<file path="src/rtl/clock_pkg.sv">
// Shared definitions for the clock driver/receiver pair: state encoding
// and default counter widths.
package clock_pkg;

  localparam int COUNTER_BITS_DEFAULT = 28;
  localparam int STRETCH_BITS_DEFAULT = 20;

  typedef enum logic [1:0] {
    ST_LOW    = 2'd0,
    ST_HIGH   = 2'd1,
    ST_HALTED = 2'd2
  } clock_state_t;

endpackage

</file>
<file path="src/rtl/period_meter.sv">
// Measures the number of i_clk cycles between consecutive i_event pulses,
// saturating at all-ones.
module period_meter
  import clock_pkg::*;
#(
  parameter int COUNTER_BITS = COUNTER_BITS_DEFAULT
) (
  input  logic                    i_clk,
  input  logic                    i_rst_n,
  input  logic                    i_event,
  output logic [COUNTER_BITS-1:0] o_period,
  output logic                    o_valid
);

  logic [COUNTER_BITS-1:0] count;
  logic [COUNTER_BITS-1:0] count_inc;
  logic                    seen_first;

  assign count_inc = (count == '1) ? count : count + 1'b1;

  // A period is only meaningful once two events bound it, hence seen_first.
  always_ff @(posedge i_clk or negedge i_rst_n) begin
    if (!i_rst_n) begin
      count      <= '0;
      o_period   <= '0;
      seen_first <= 1'b0;
      o_valid    <= 1'b0;
    end else if (i_event) begin
      o_period   <= count_inc;
      count      <= '0;
      seen_first <= 1'b1;
      if (seen_first) o_valid <= 1'b1;
    end else begin
      count <= count_inc;
    end
  end

endmodule

</file>
<file path="src/rtl/clock_receiver.sv">
// Turns clock-enable pulses into a logical clock with rise/fall strobes,
// honours CPU halt/resume, measures the enable period and drives an LED.
module clock_receiver
  import clock_pkg::*;
#(
  parameter int COUNTER_BITS = COUNTER_BITS_DEFAULT,
  parameter int STRETCH_BITS = STRETCH_BITS_DEFAULT
) (
  input  logic                    i_clk,
  input  logic                    i_rst_n,
  input  logic                    i_enable,
  input  logic                    i_halt,
  input  logic                    i_resume,
  output logic                    o_rise,
  output logic                    o_fall,
  output logic                    o_phase,
  output logic                    o_halted,
  output logic [COUNTER_BITS-1:0] o_period,
  output logic                    o_period_valid,
  output logic                    o_led
);

  clock_state_t            state;
  clock_state_t            next_state;
  logic                    rise_next;
  logic                    fall_next;
  logic [STRETCH_BITS-1:0] stretch;

  always_ff @(posedge i_clk or negedge i_rst_n) begin
    if (!i_rst_n) begin
      state  <= ST_LOW;
      o_rise <= 1'b0;
      o_fall <= 1'b0;
    end else begin
      state  <= next_state;
      o_rise <= rise_next;
      o_fall <= fall_next;
    end
  end

  // A high phase always completes; halt is only honoured at a rising edge.
  always_comb begin
    next_state = state;
    rise_next  = 1'b0;
    fall_next  = 1'b0;
    case (state)
      ST_LOW: begin
        if (i_enable) begin
          if (i_halt) begin
            next_state = ST_HALTED;
          end else begin
            next_state = ST_HIGH;
            rise_next  = 1'b1;
          end
        end
      end
      ST_HIGH: begin
        if (i_enable) begin
          next_state = ST_LOW;
          fall_next  = 1'b1;
        end
      end
      ST_HALTED: begin
        if (i_resume) next_state = ST_LOW;
      end
      default: next_state = ST_LOW;
    endcase
  end

  assign o_phase  = (state == ST_HIGH);
  assign o_halted = (state == ST_HALTED);

  // Stretch keeps very short high phases visible on the LED.
  always_ff @(posedge i_clk or negedge i_rst_n) begin
    if (!i_rst_n) begin
      stretch <= '0;
    end else if (o_rise) begin
      stretch <= '1;
    end else if (stretch != '0) begin
      stretch <= stretch - 1'b1;
    end
  end

  assign o_led = o_phase | (|stretch);

  period_meter #(
    .COUNTER_BITS(COUNTER_BITS)
  ) u_period_meter (
    .i_clk   (i_clk),
    .i_rst_n (i_rst_n),
    .i_event (i_enable),
    .o_period(o_period),
    .o_valid (o_period_valid)
  );

endmodule

</file>
<file path="config.mk">
export PLATFORM = sky130hd
export DESIGN_NAME = clock_receiver
export DESIGN_NICKNAME = d
export VERILOG_FILES = /design/src/rtl/clock_pkg.sv /design/src/rtl/period_meter.sv /design/src/rtl/clock_receiver.sv
export SDC_FILE = /design/constraint.sdc
export NUM_CORES = 1
export LEC_CHECK = 0
export BUFFER_PORTS_ARGS = -buffer_cell sky130_fd_sc_hd__buf_2
export CAP_MARGIN = 5
export CORE_MARGIN = 2
export CORE_UTILIZATION = 55
export DETAILED_ROUTE_END_ITERATION = 10
export PLACE_DENSITY = 0.75
export SYNTH_ARGS = -nofsm -noshare
export SYNTH_HDL_FRONTEND = slang
export SYNTH_SLANG_ARGS = --single-unit
</file>
<file path="constraint.sdc">
create_clock -name i_clk -period 5.35 [get_ports i_clk]
set_input_delay 0.2675 -clock i_clk [delete_from_list [all_inputs] [get_ports i_clk]]
set_output_delay 0.2675 -clock i_clk [all_outputs]
set_load 0.02 [all_outputs]
</file>
Yosys cells after proc, flatten, opt, wreduce, memory -nomap -nowiden
Index checks and enable logic that the tools add are counted.
- flip-flop bits (word level): 82
- bits in latches: 0
- RAM bits: 0
- bits in read-only memories: 0
- input bits: 5
- logic and storage cells: 37
- memories kept: 0
- add/sub/neg operators: 2
- multipliers: 0
- divide/modulo/power cells: 0
- order comparisons: 0
- equality and inequality tests: 6
- shifts and indexed selects: 0
- muxes and demuxes: 14
- bitwise gates (word level): 1
- reductions and logical operators: 6
- operators with widths (operator ; number):
    $mux W28 ; 2
    $mux W20 ; 2
    $add A28 B1 Y28 const B ; 1
    $eq A28 B28 Y1 const B ; 1
    $reduce_bool A20 Y1 ; 1
    $reduce_or A20 Y1 ; 1
    $sub A20 B1 Y20 const B ; 1
    $mux W2 ; 4
    $ne A2 B2 Y1 const B ; 3
    $pmux W2 S3 ; 1
    $mux W1 ; 5
    $reduce_and A3 Y1 ; 1
    $eq A2 B1 Y1 const B ; 1
    $eq A2 B2 Y1 const B ; 1
    $logic_not A2 Y1 ; 1
    $reduce_and A2 Y1 ; 1
    $reduce_bool A2 Y1 ; 1
    $or A1 B1 Y1 ; 1

Depth between registers and ports, before layout
Gate-level depths: netlist of run 1.
- word-level depth: 3
- gate-level depth with buffers: 8

Cells and area by module
From an unflattened synthesis of run 1, not the netlist that was laid out.
- cells, all modules: 399
- area total of the unflattened synthesis: 3886.2 um^2
- modules (own cells, without submodules) (module ; instances ; cells an instance ; area an instance (um^2)):
    period_meter ; 1 ; 269 ; 2637.5
    clock_receiver ; 1 ; 130 ; 1248.7

Worst setup path after synthesis of run 1
OpenSTA, ideal clock, no wires.
- path type: reg2reg
- from: register stretch[0]
- to: register stretch[8]
- data arrival time: 1972 ps
- setup slack: 3244 ps
- stages on the path, launching flop included: 9
- buffers on the path: 1
- cell sequence: dfrtp_1 -> inv_1 -> ha_1 -> or4b_1 -> clkbuf_1 -> or4_1 -> a21oi_1 -> xnor2_1 -> nand2_1
- cells in the longest elaborated chain, start to end: 3
- ends and longest elaborated chain (item ; line ; text):
    start, declared ; clock_receiver.sv:27 ; logic [STRETCH_BITS-1:0] stretch;
    start signal, assigned ; clock_receiver.sv:80 ; stretch <= stretch - 1'b1;
    $sub A20 B1 Y20 ; clock_receiver.sv:80 ;
    $mux W20 ; clock_receiver.sv:79 ; end else if (stretch != '0) begin
    $mux W20 ; clock_receiver.sv:77 ; end else if (o_rise) begin
Several ways; a longest one is shown, not always the timed one. The select of a mux whose other input is x is not followed.
A chain may end at the register's enable or synchronous reset.

Worst setup path after layout of run 1
- from: register stretch[6]
- to: output port o_led
- cells in the longest elaborated chain, start to end: 2
- ends and longest elaborated chain (item ; line ; text):
    $reduce_or A20 Y1 ; clock_receiver.sv:84 ; assign o_led = o_phase | (|stretch);
    $or A1 B1 Y1 ; clock_receiver.sv:84 ;
    end, declared ; clock_receiver.sv:20 ; output logic o_led
No other way between the ends.

==> impl_metrics.toml, run 1 <==
[logic_synthesis]
synth-main-ff-cell = "sky130_fd_sc_hd__dfrtp_1"
avgSynthCellArea_um2 = 9.86
synth_sequential_area_ratio = 0.529
synth_cell_type_count = 42
synth_nets = 401
netlist_area_mm2 = 0.00388
yosysWarningCount = 0
flip_flop_and_latch_count_after_synthesis = 82
async_reset_ff_frac = 1.00
syn_inst = 393
number_of_enable_type_register_cells_in_the_synthesized_netlist = 0

[run]
max-cap-violations = 0

[cts]
postCtsHoldBufs = 0
cts_tree = "yes"
clockBufferDepth = 2
tritoncts_num_sinks = 82
post_cts_resize_count = 0
cts-buffers-inserted = 9
root_buffer = "sky130_fd_sc_hd__clkbuf_8"
cts_max_level = 3
clk_pin_slew_ns = 0.08
post_cts_buffers = 0
worstSkewPairLatency_ns = 0.35

[critical_path]
timing.critical_path.cells = "or4_4 -> nor4_1 -> nand4_1 -> buf_2"
critical_path.endpoint_type = "primary output"
worstSetupStartpoint = "stretch[6]"
cp.depth = 4
critical_path_peak_fanout = 6
critPathArrivalTime_ns = 2.49
timing.critical_path.from_type = "flop"
max_stage_delay_ns = 0.75
end_of_the_worst_register_to_register_path = "u_period_meter.o_period[25]"
critPathCapture = "o_led"
critical_path.reg2reg.startpoint = "u_period_meter.count[0]"
worst_ep_required_time_ns = 5.08
critical_path.n_buffers_inverters = 1
r2r_cell_count = 6
crit_family = "simple AND/OR/NAND/NOR gates"
crit_type = "flop to primary output"
slowest_stage = "sky130_fd_sc_hd__nor4_1"
worst-r2r-setup-slack_ns = 2.59

[routing]
firstDrtPassIters = 5
wl_um = 7960
drt_iter0_markers = 263
detail_route.drc_violations = 0
postRouteAntennaNets = 0
viasPerCell = 5.86
wire_per_inst_um = 15.2
vias = 3079

[place]
dp_hpwl_um = 5260
post_dp_cell_area_mm2 = 0.00413
port-buffer-count = 38
dpl.cell_count = 510
globalplace.congestion = 0.860

[timing]
finalSetupTns_ns = 0
slew-limit-headroom = 0.226
finalMaxSlewViolations = 0
final.min_clock_period_ns = 2.76
final_count_of_hold_timing_violations = 0
timing.final.crit_share = 0.516
report.final.setup_viol = 0
unrepaired_setup_endpoints_after_global_routing = "false"
least_margin_pin_slew_ns = 1.15
max_clock_freq_ghz = 0.362
clock_skew_ns = 0.00709

[global_route]
track_usage = 0.225
grt.overflow.total = 0
number_of_antenna_violations_at_the_first_check_in_global_routing = 0
wire_length_of_the_first_global_routing_pass_um = 13600
grt_pass1_vias = 2876
grt_max_degree = 83

[die]
start_util = 0.571
dieArea_mm2 = 0.00774
placeableCoreArea_mm2 = 0.00679
std_cell_rows = 30
die_width_um = 88.0
design.portCount = 39
die_y_um = 88.0

[finish]
num-nets-final = 433
layout-drive-gt1-share = 0.161
final_cells = 525
area_delta_synth_final_pct = 11.8
antenna_diode_count = 0
layout.cell_area.non_filler_mm2 = 0.00433

[pwr]
power.share.clock = 0.359
seq_power_share = 0.535
power_density_mw_per_mm2 = 299
p_int_mw = 0.956
pwr-share-comb = 0.106
p_switching_mw = 0.338
switching_share = 0.261
power.static_leakage_nw = 1.74
power.ir.vdd_worst_mv = 0.163

[hold_path]
worstHoldPathType = "primary input to asynchronous set/reset pin"

[outcome]
status = "completed"
[cell usage after synthesis, types with 4 or more instances]
cell type	n	area [um2]
sky130_fd_sc_hd__dfrtp_1	82	2050
sky130_fd_sc_hd__nand3_1	18	90.1
sky130_fd_sc_hd__clkbuf_1	16	60.1
sky130_fd_sc_hd__or3_1	6	37.5
sky130_fd_sc_hd__o21ai_0	6	30.0
sky130_fd_sc_hd__nor2_1	53	199
sky130_fd_sc_hd__nor3_1	9	45.0
sky130_fd_sc_hd__mux2i_1	4	40.0
sky130_fd_sc_hd__and3_1	4	25.0
sky130_fd_sc_hd__inv_1	8	30.0
sky130_fd_sc_hd__nand4_1	8	50.1
sky130_fd_sc_hd__xnor2_1	33	289
sky130_fd_sc_hd__nand2_1	34	128
sky130_fd_sc_hd__a211oi_1	6	45.0
sky130_fd_sc_hd__a21oi_1	37	185
sky130_fd_sc_hd__a31oi_1	7	43.8
sky130_fd_sc_hd__nor4_1	11	68.8
sky130_fd_sc_hd__and4_1	5	43.8
sky130_fd_sc_hd__nor4_2	4	50.1
sky130_fd_sc_hd__a2111oi_0	6	52.6
[registers in the layout (all words and copies together) (netlist names)]
signal                     cells
u_period_meter.o_period       28
state                          2
u_period_meter.seen_first      1
o_rise                         1
stretch                       20
u_period_meter.o_valid         1
u_period_meter.count          28
o_fall                         1
[power groups by stage]
stage                     clock network, mW  logic (mW)  registers, mW
after floorplan                           0      0.0734          0.716
after detailed placement                  0       0.140          0.703
after global routing                  0.502       0.157          0.700
after CTS                             0.474       0.139          0.692
final                                 0.465       0.137          0.692
after global placement                    0       0.134          0.701
[logic make-up after synthesis]
family / Yosys count / share of synthesized area
compound gates: 72 / 0.113
xor+xnor: 34 / 0.0768
fa+ha+maj: 3 / 0.00968
buf+inv: 29 / 0.0300
flops: 82 / 0.529
mux: 6 / 0.0161
simple gates: 167 / 0.225
[per-layer routing]
layer | track usage | wire, um | vias to the layer above | part of all wire
li1 | - | - | 1461 | -
met1 | 0.334 | 3720 | 1486 | 0.47
met2 | 0.326 | 3580 | 122 | 0.45
met3 | 0.0537 | 558 | 10 | 0.070
met4 | 0.0783 | 90 | 0 | 0.011
met5 | 0 | 0 | - | 0
[stage by stage]
| step | setup slack, ns | util | hold WS [ns] | total power [mW] |
|---|---|---|---|---|
| after floorplan | 3.24 | - | -0.0281 | 0.789 |
| after global placement | 2.76 | 0.608 | 0.435 | 0.835 |
| after detailed placement | 2.61 | 0.608 | 0.452 | 0.843 |
| after CTS | 2.59 | 0.638 | 0.0983 | 1.31 |
| after global routing | 2.38 | 0.638 | 0.108 | 1.36 |
| final | 2.59 | 0.638 | 0.0707 | 1.29 |
[worst register-to-register path, stage by stage, from the launching register on]
cell and delay, ns:
sky130_fd_sc_hd__dfrtp_1 0.40, sky130_fd_sc_hd__ha_1 0.21, sky130_fd_sc_hd__nand3_1 0.16, sky130_fd_sc_hd__nor4_2 1.02, sky130_fd_sc_hd__nand2_1 0.34, sky130_fd_sc_hd__and4_1 0.34, sky130_fd_sc_hd__o31ai_1 0.20
[layout make-up]
class                   instances  area (um2)
fillers                       561        2460
flip-flops and latches         82        2050
multi-input cells             282        1710
repair buffers                 41         215
clock buffers                  13         169
well taps                      96         120
clock inverters                 2        35.0
inverters                       9        33.8
[layout by cell type, fill, tap and decap left out, drive strengths merged, types with 8 or more instances in the layout]
cell and instances:
a21oi 37, buf 41, clkbuf 13, dfrtp 82, inv 8, nand2 34, nand3 18, nand4 8
nor2 53, nor3 9, nor4 15, xnor2 33
[worst min-delay path by stage]
stage	start	endpoint	depth (start not counted)
floorplan	i_rst_n	o_fall	0
global placement	u_period_meter.o_valid	u_period_meter.o_valid	1
CTS	i_halt	o_rise	2
global route	i_halt	o_rise	2
detailed placement	u_period_meter.seen_first	u_period_meter.seen_first	1
finish	i_rst_n	stretch[0]	1
Power figures use the tool's default switching activity.
==> run 2: changes to the inputs <==
- CORE_UTILIZATION: 55 -> 53
- PLACE_DENSITY: 0.75 -> 0.76
- clock period: 5.35 -> 2.49 ns (I/O delays scaled with it)
==> impl_metrics.toml, run 2 (synthesis gave the netlist of run 1 again) <==
[timing]
report.final.setup_viol = 0
clock_skew_ns = 0.0101
least_margin_pin_slew_ns = 1.01
slew-limit-headroom = 0.328
final_count_of_hold_timing_violations = 0
finalSetupTns_ns = 0
final.min_clock_period_ns = 2.32
max_clock_freq_ghz = 0.431
timing.final.crit_share = 0.932
finalMaxSlewViolations = 0
unrepaired_setup_endpoints_after_global_routing = "false"

[finish]
antenna_diode_count = 0
final_cell_mix = "sky130_fd_sc_hd__dfrtp_1, sky130_fd_sc_hd__nor2_1, sky130_fd_sc_hd__a21oi_1, sky130_fd_sc_hd__buf_2, sky130_fd_sc_hd__nand2_1"
commonest_non_fill_non_tap_cell_in_the_layout = "sky130_fd_sc_hd__dfrtp_1"
fillCellCount = 611
top_regs = "u_period_meter.count (28), u_period_meter.o_period (28), stretch (20)"
num-nets-final = 442
layout.cell_area.non_filler_mm2 = 0.00443
layout-drive-gt1-share = 0.178
register_area_mm2 = 0.00205
area_delta_synth_final_pct = 14.3
final_cells = 537
multi_input_area_mm2 = 0.00171

[critical_path]
timing.critical_path.from_type = "flop"
slowest_stage = "sky130_fd_sc_hd__or4b_1"
timing.critical_path.cells = "inv_1 -> ha_1 -> or4b_1 -> or4_1 -> a21oi_1 -> xnor2_1 -> nand2_1"
critical_path_peak_fanout = 8
critical_path.n_buffers_inverters = 1
crit_family = "simple AND/OR/NAND/NOR gates"
max_stage_delay_ns = 0.61
worst_ep_required_time_ns = 2.70
critical_path.endpoint_type = "flop"
critPathArrivalTime_ns = 2.53
crit_type = "flop to flop"

[place]
dpl.cell_count = 520
globalplace.congestion = 0.914
post_dp_cell_area_mm2 = 0.00420
port-buffer-count = 38
dp_hpwl_um = 5490

[cts]
root_buffer = "sky130_fd_sc_hd__clkbuf_8"
clk_pin_slew_ns = 0.08
cts_max_level = 3
cts_tree = "yes"
worstSkewPairLatency_ns = 0.34
post_cts_buffers = 0
tritoncts_num_sinks = 82
cts-buffers-inserted = 9
clockBufferDepth = 2

[routing]
postRouteAntennaNets = 0
detail_route.drc_violations = 0
firstDrtPassIters = 4
wl_um = 8130
wire_per_inst_um = 15.1
drt_iter0_markers = 157
vias = 3100
viasPerCell = 5.77

[outcome]
status = "completed"

[die]
std_cell_rows = 31
die_y_um = 89.5
die_width_um = 89.5
design.portCount = 39
placeableCoreArea_mm2 = 0.00718
start_util = 0.540
dieArea_mm2 = 0.00801

[global_route]
grt_max_degree = 83
wire_length_of_the_first_global_routing_pass_um = 13600
grt.overflow.total = 0
number_of_antenna_violations_at_the_first_check_in_global_routing = 0
track_usage = 0.218
grt_pass1_vias = 2927

[pwr]
power_density_mw_per_mm2 = 634
power.ir.vdd_worst_mv = 0.329
power.static_leakage_nw = 1.79

[hold_path]
worstHoldPathType = "primary input to flop"

[run]
max-cap-violations = 0
run 2: changes by cell type in the layout (fill, tap and decap cells not counted):
cell                            before  now
sky130_fd_sc_hd__buf_12              0    1
sky130_fd_sc_hd__bufinv_16           1    2
sky130_fd_sc_hd__clkinvlp_4          0    1
sky130_fd_sc_hd__dlygate4sd3_1       0    2
sky130_fd_sc_hd__a311oi_1            2    1
sky130_fd_sc_hd__buf_4               4   10
sky130_fd_sc_hd__clkbuf_8           12    9
sky130_fd_sc_hd__a311oi_2            0    1
sky130_fd_sc_hd__clkbuf_1            1    0
sky130_fd_sc_hd__clkinv_2            1    3
run 2: timing repair:
| action | in CTS | in global routing |
|---|---|---|
| hold buffers | 2 | 0 |
| hold endpoints to repair | 74 | 0 |
| resized for setup | 0 | 1 |
| setup endpoints to repair | 0 | 1 |
run 2: per-stage QoR:
stage	power (mW)	utilization	hold WS, ns	setup WS, ns
2_1_floorplan	1.70	-	-0.171	0.384
3_3_place_gp	1.80	0.585	0.312	0.189
3_5_place_dp	1.82	0.585	0.321	0.159
4_1_cts	2.83	0.617	0.0507	0.142
5_1_grt	2.93	0.617	0.0741	0.0335
6_report	2.81	0.617	0.0590	0.169
run 2: cell type report:
cell class	instances	area share
flip-flops and latches	82	0.463
clock buffers	9	0.0280
clock inverters	6	0.0186
inverters	9	0.00762
well taps	99	0.0280
repair buffers	50	0.0678
multi-input cells	282	0.387
run 2: final timing paths:
kind                                        start                     end  slack (ns)  depth (start not counted)
setup / recovery                       stretch[0]              stretch[8]        0.17                          7
hold / removal                           i_resume                state[1]        0.06                          3
setup reg to reg                       stretch[0]              stretch[8]        0.17                          7
hold reg to reg            u_period_meter.o_valid  u_period_meter.o_valid        0.46                          1
max in group asynchronous                 i_rst_n              stretch[2]        1.33                          2
min in group asynchronous                 i_rst_n             stretch[12]        0.48                          2
run 2: metal layers:
layer	GRT usage	routed length, um	vias to the layer above
li1	-	-	1483
met1	0.319	3830	1513
met2	0.338	3830	95
met3	0.0369	389	9
met4	0.0597	81	0
met5	0	0	-
run 2: power by group:
| part | internal (mW) | switching, mW | total (mW) |
|---|---|---|---|
| registers | 1.41 | 0.0767 | 1.49 |
| clock network | 0.554 | 0.461 | 1.01 |
| logic | 0.110 | 0.197 | 0.306 |
run 2: tightest hold or removal path: stages:
cell,delay (ns)
sky130_fd_sc_hd__buf_2,0.08
sky130_fd_sc_hd__mux2_2,0.13
sky130_fd_sc_hd__nor2_1,0.03
==> run 3: changes to the inputs <==
==> constraint.sdc (replaced) <==
create_clock -name i_clk -period 2.49 [get_ports i_clk]
set_input_delay 0 -clock i_clk [delete_from_list [all_inputs] [get_ports i_clk]]
set_output_delay 0 -clock i_clk [all_outputs]
set_load 0.02 [all_outputs]
==> impl_metrics.toml, run 3 (synthesis gave the netlist of run 1 again) <==
[global_route]
number_of_antenna_violations_at_the_first_check_in_global_routing = 0
grt.overflow.total = 0
grt_max_degree = 83
track_usage = 0.218
wire_length_of_the_first_global_routing_pass_um = 13600
grt_pass1_vias = 2932

[cts]
worstSkewPairLatency_ns = 0.34
tritoncts_num_sinks = 82
cts-buffers-inserted = 9
post_cts_buffers = 0
cts_tree = "yes"
root_buffer = "sky130_fd_sc_hd__clkbuf_8"
clockBufferDepth = 2
cts_max_level = 3
clk_pin_slew_ns = 0.08

[pwr]
post-layout-total-power_mw = 2.81
power.static_leakage_nw = 1.79
power.ir.vdd_worst_mv = 0.329
power_density_mw_per_mm2 = 632

[finish]
final_cell_mix = "sky130_fd_sc_hd__dfrtp_1, sky130_fd_sc_hd__nor2_1, sky130_fd_sc_hd__a21oi_1, sky130_fd_sc_hd__buf_2, sky130_fd_sc_hd__nand2_1"
layout-drive-gt1-share = 0.178
area_delta_synth_final_pct = 14.6
num-nets-final = 443
finalCoreUtilization = 0.619
antenna_diode_count = 0
commonest_non_fill_non_tap_cell_in_the_layout = "sky130_fd_sc_hd__dfrtp_1"
top_regs = "u_period_meter.count (28), u_period_meter.o_period (28), stretch (20)"

[critical_path]
worst-r2r-setup-slack_ns = 0.18
worst_ep_required_time_ns = 2.70
critical_path.endpoint_type = "flop"
crit_type = "flop to flop"
critical_path_peak_fanout = 8
timing.critical_path.cells = "inv_1 -> ha_1 -> or4b_1 -> or4_1 -> a21oi_1 -> xnor2_1 -> nand2_1"
max_stage_delay_ns = 0.61
slowest_stage = "sky130_fd_sc_hd__or4b_1"
crit_family = "simple AND/OR/NAND/NOR gates"
timing.critical_path.from_type = "flop"
critPathArrivalTime_ns = 2.52
critical_path.n_buffers_inverters = 1

[timing]
finalMaxSlewViolations = 0
unrepaired_setup_endpoints_after_global_routing = "false"
max_clock_freq_ghz = 0.434
least_margin_pin_slew_ns = 1.00
finalSetupTns_ns = 0
whs_ns = 0.160
setup_ws_ns = 0.184
slew-limit-headroom = 0.330
report.final.setup_viol = 0
final.min_clock_period_ns = 2.31
clock_skew_ns = 0.00978
final_count_of_hold_timing_violations = 0
timing.final.crit_share = 0.926

[place]
dp_hpwl_um = 5490
globalplace.congestion = 0.914
preCtsSetupSlack_ns = 0.159
port-buffer-count = 38

[hold_path]
worstHoldPathType = "primary input to flop"

[routing]
firstDrtPassIters = 7
vias = 3101
wl_um = 8120
drt_iter0_markers = 193
wire_per_inst_um = 15.1
postRouteAntennaNets = 0
detail_route.drc_violations = 0
viasPerCell = 5.76

[die]
dieArea_mm2 = 0.00801
die_y_um = 89.5
start_util = 0.540
die_width_um = 89.5
placeableCoreArea_mm2 = 0.00718
std_cell_rows = 31
design.portCount = 39

[outcome]
status = "completed"

[run]
max-cap-violations = 0
-- run 3: changes by cell type in the layout (fill, tap and decap cells not counted), sizes merged --
| cell | previous run | this run |
|---|---|---|
| dlygate4sd3 | 2 | 3 |
-- run 3: per-stage QoR --
stage / instance area, um2 / std cells
6_report: 4440 / 538
5_1_grt: 4440 / 538
4_1_cts: 4430 / 538
3_5_place_dp: 4200 / 520
3_3_place_gp: 4200 / 520
2_1_floorplan: 3880 / 393
-- run 3: final timing paths --
kind | from | to | depth (start not counted)
setup / recovery | stretch[0] | stretch[8] | 7
hold / removal | i_enable | u_period_meter.count[18] | 2
setup reg to reg | stretch[0] | stretch[8] | 7
hold reg to reg | u_period_meter.o_valid | u_period_meter.o_valid | 1
max in group asynchronous | i_rst_n | stretch[2] | 2
min in group asynchronous | i_rst_n | stretch[12] | 2
-- run 3: power breakdown --
group	total, mW	internal [mW]	switching, mW
Combinational	0.307	0.111	0.196
Sequential	1.49	1.41	0.0764
Clock	1.01	0.554	0.459
-- run 3: what timing repair did --
item / CTS / global route
hold endpoints to repair: 85 / 0
endpoints found under the setup margin: 0 / 1
resized for setup: 0 / 1
hold buffers: 3 / 0
-- run 3: per-layer routing --
layer  share of wire  vias up  GRT usage
met5               0        -          0
met4           0.010        0     0.0638
met3           0.042        9     0.0369
met2            0.47       85      0.336
met1            0.48     1517      0.319
li1                -     1490          -
-- run 3: area by class of cell --
class	count	area, um2
repair buffers	51	310
fillers	609	2740
clock buffers	9	124
inverters	9	33.8
flip-flops and latches	82	2050
clock inverters	6	82.6
multi-input cells	282	1710
well taps	99	124
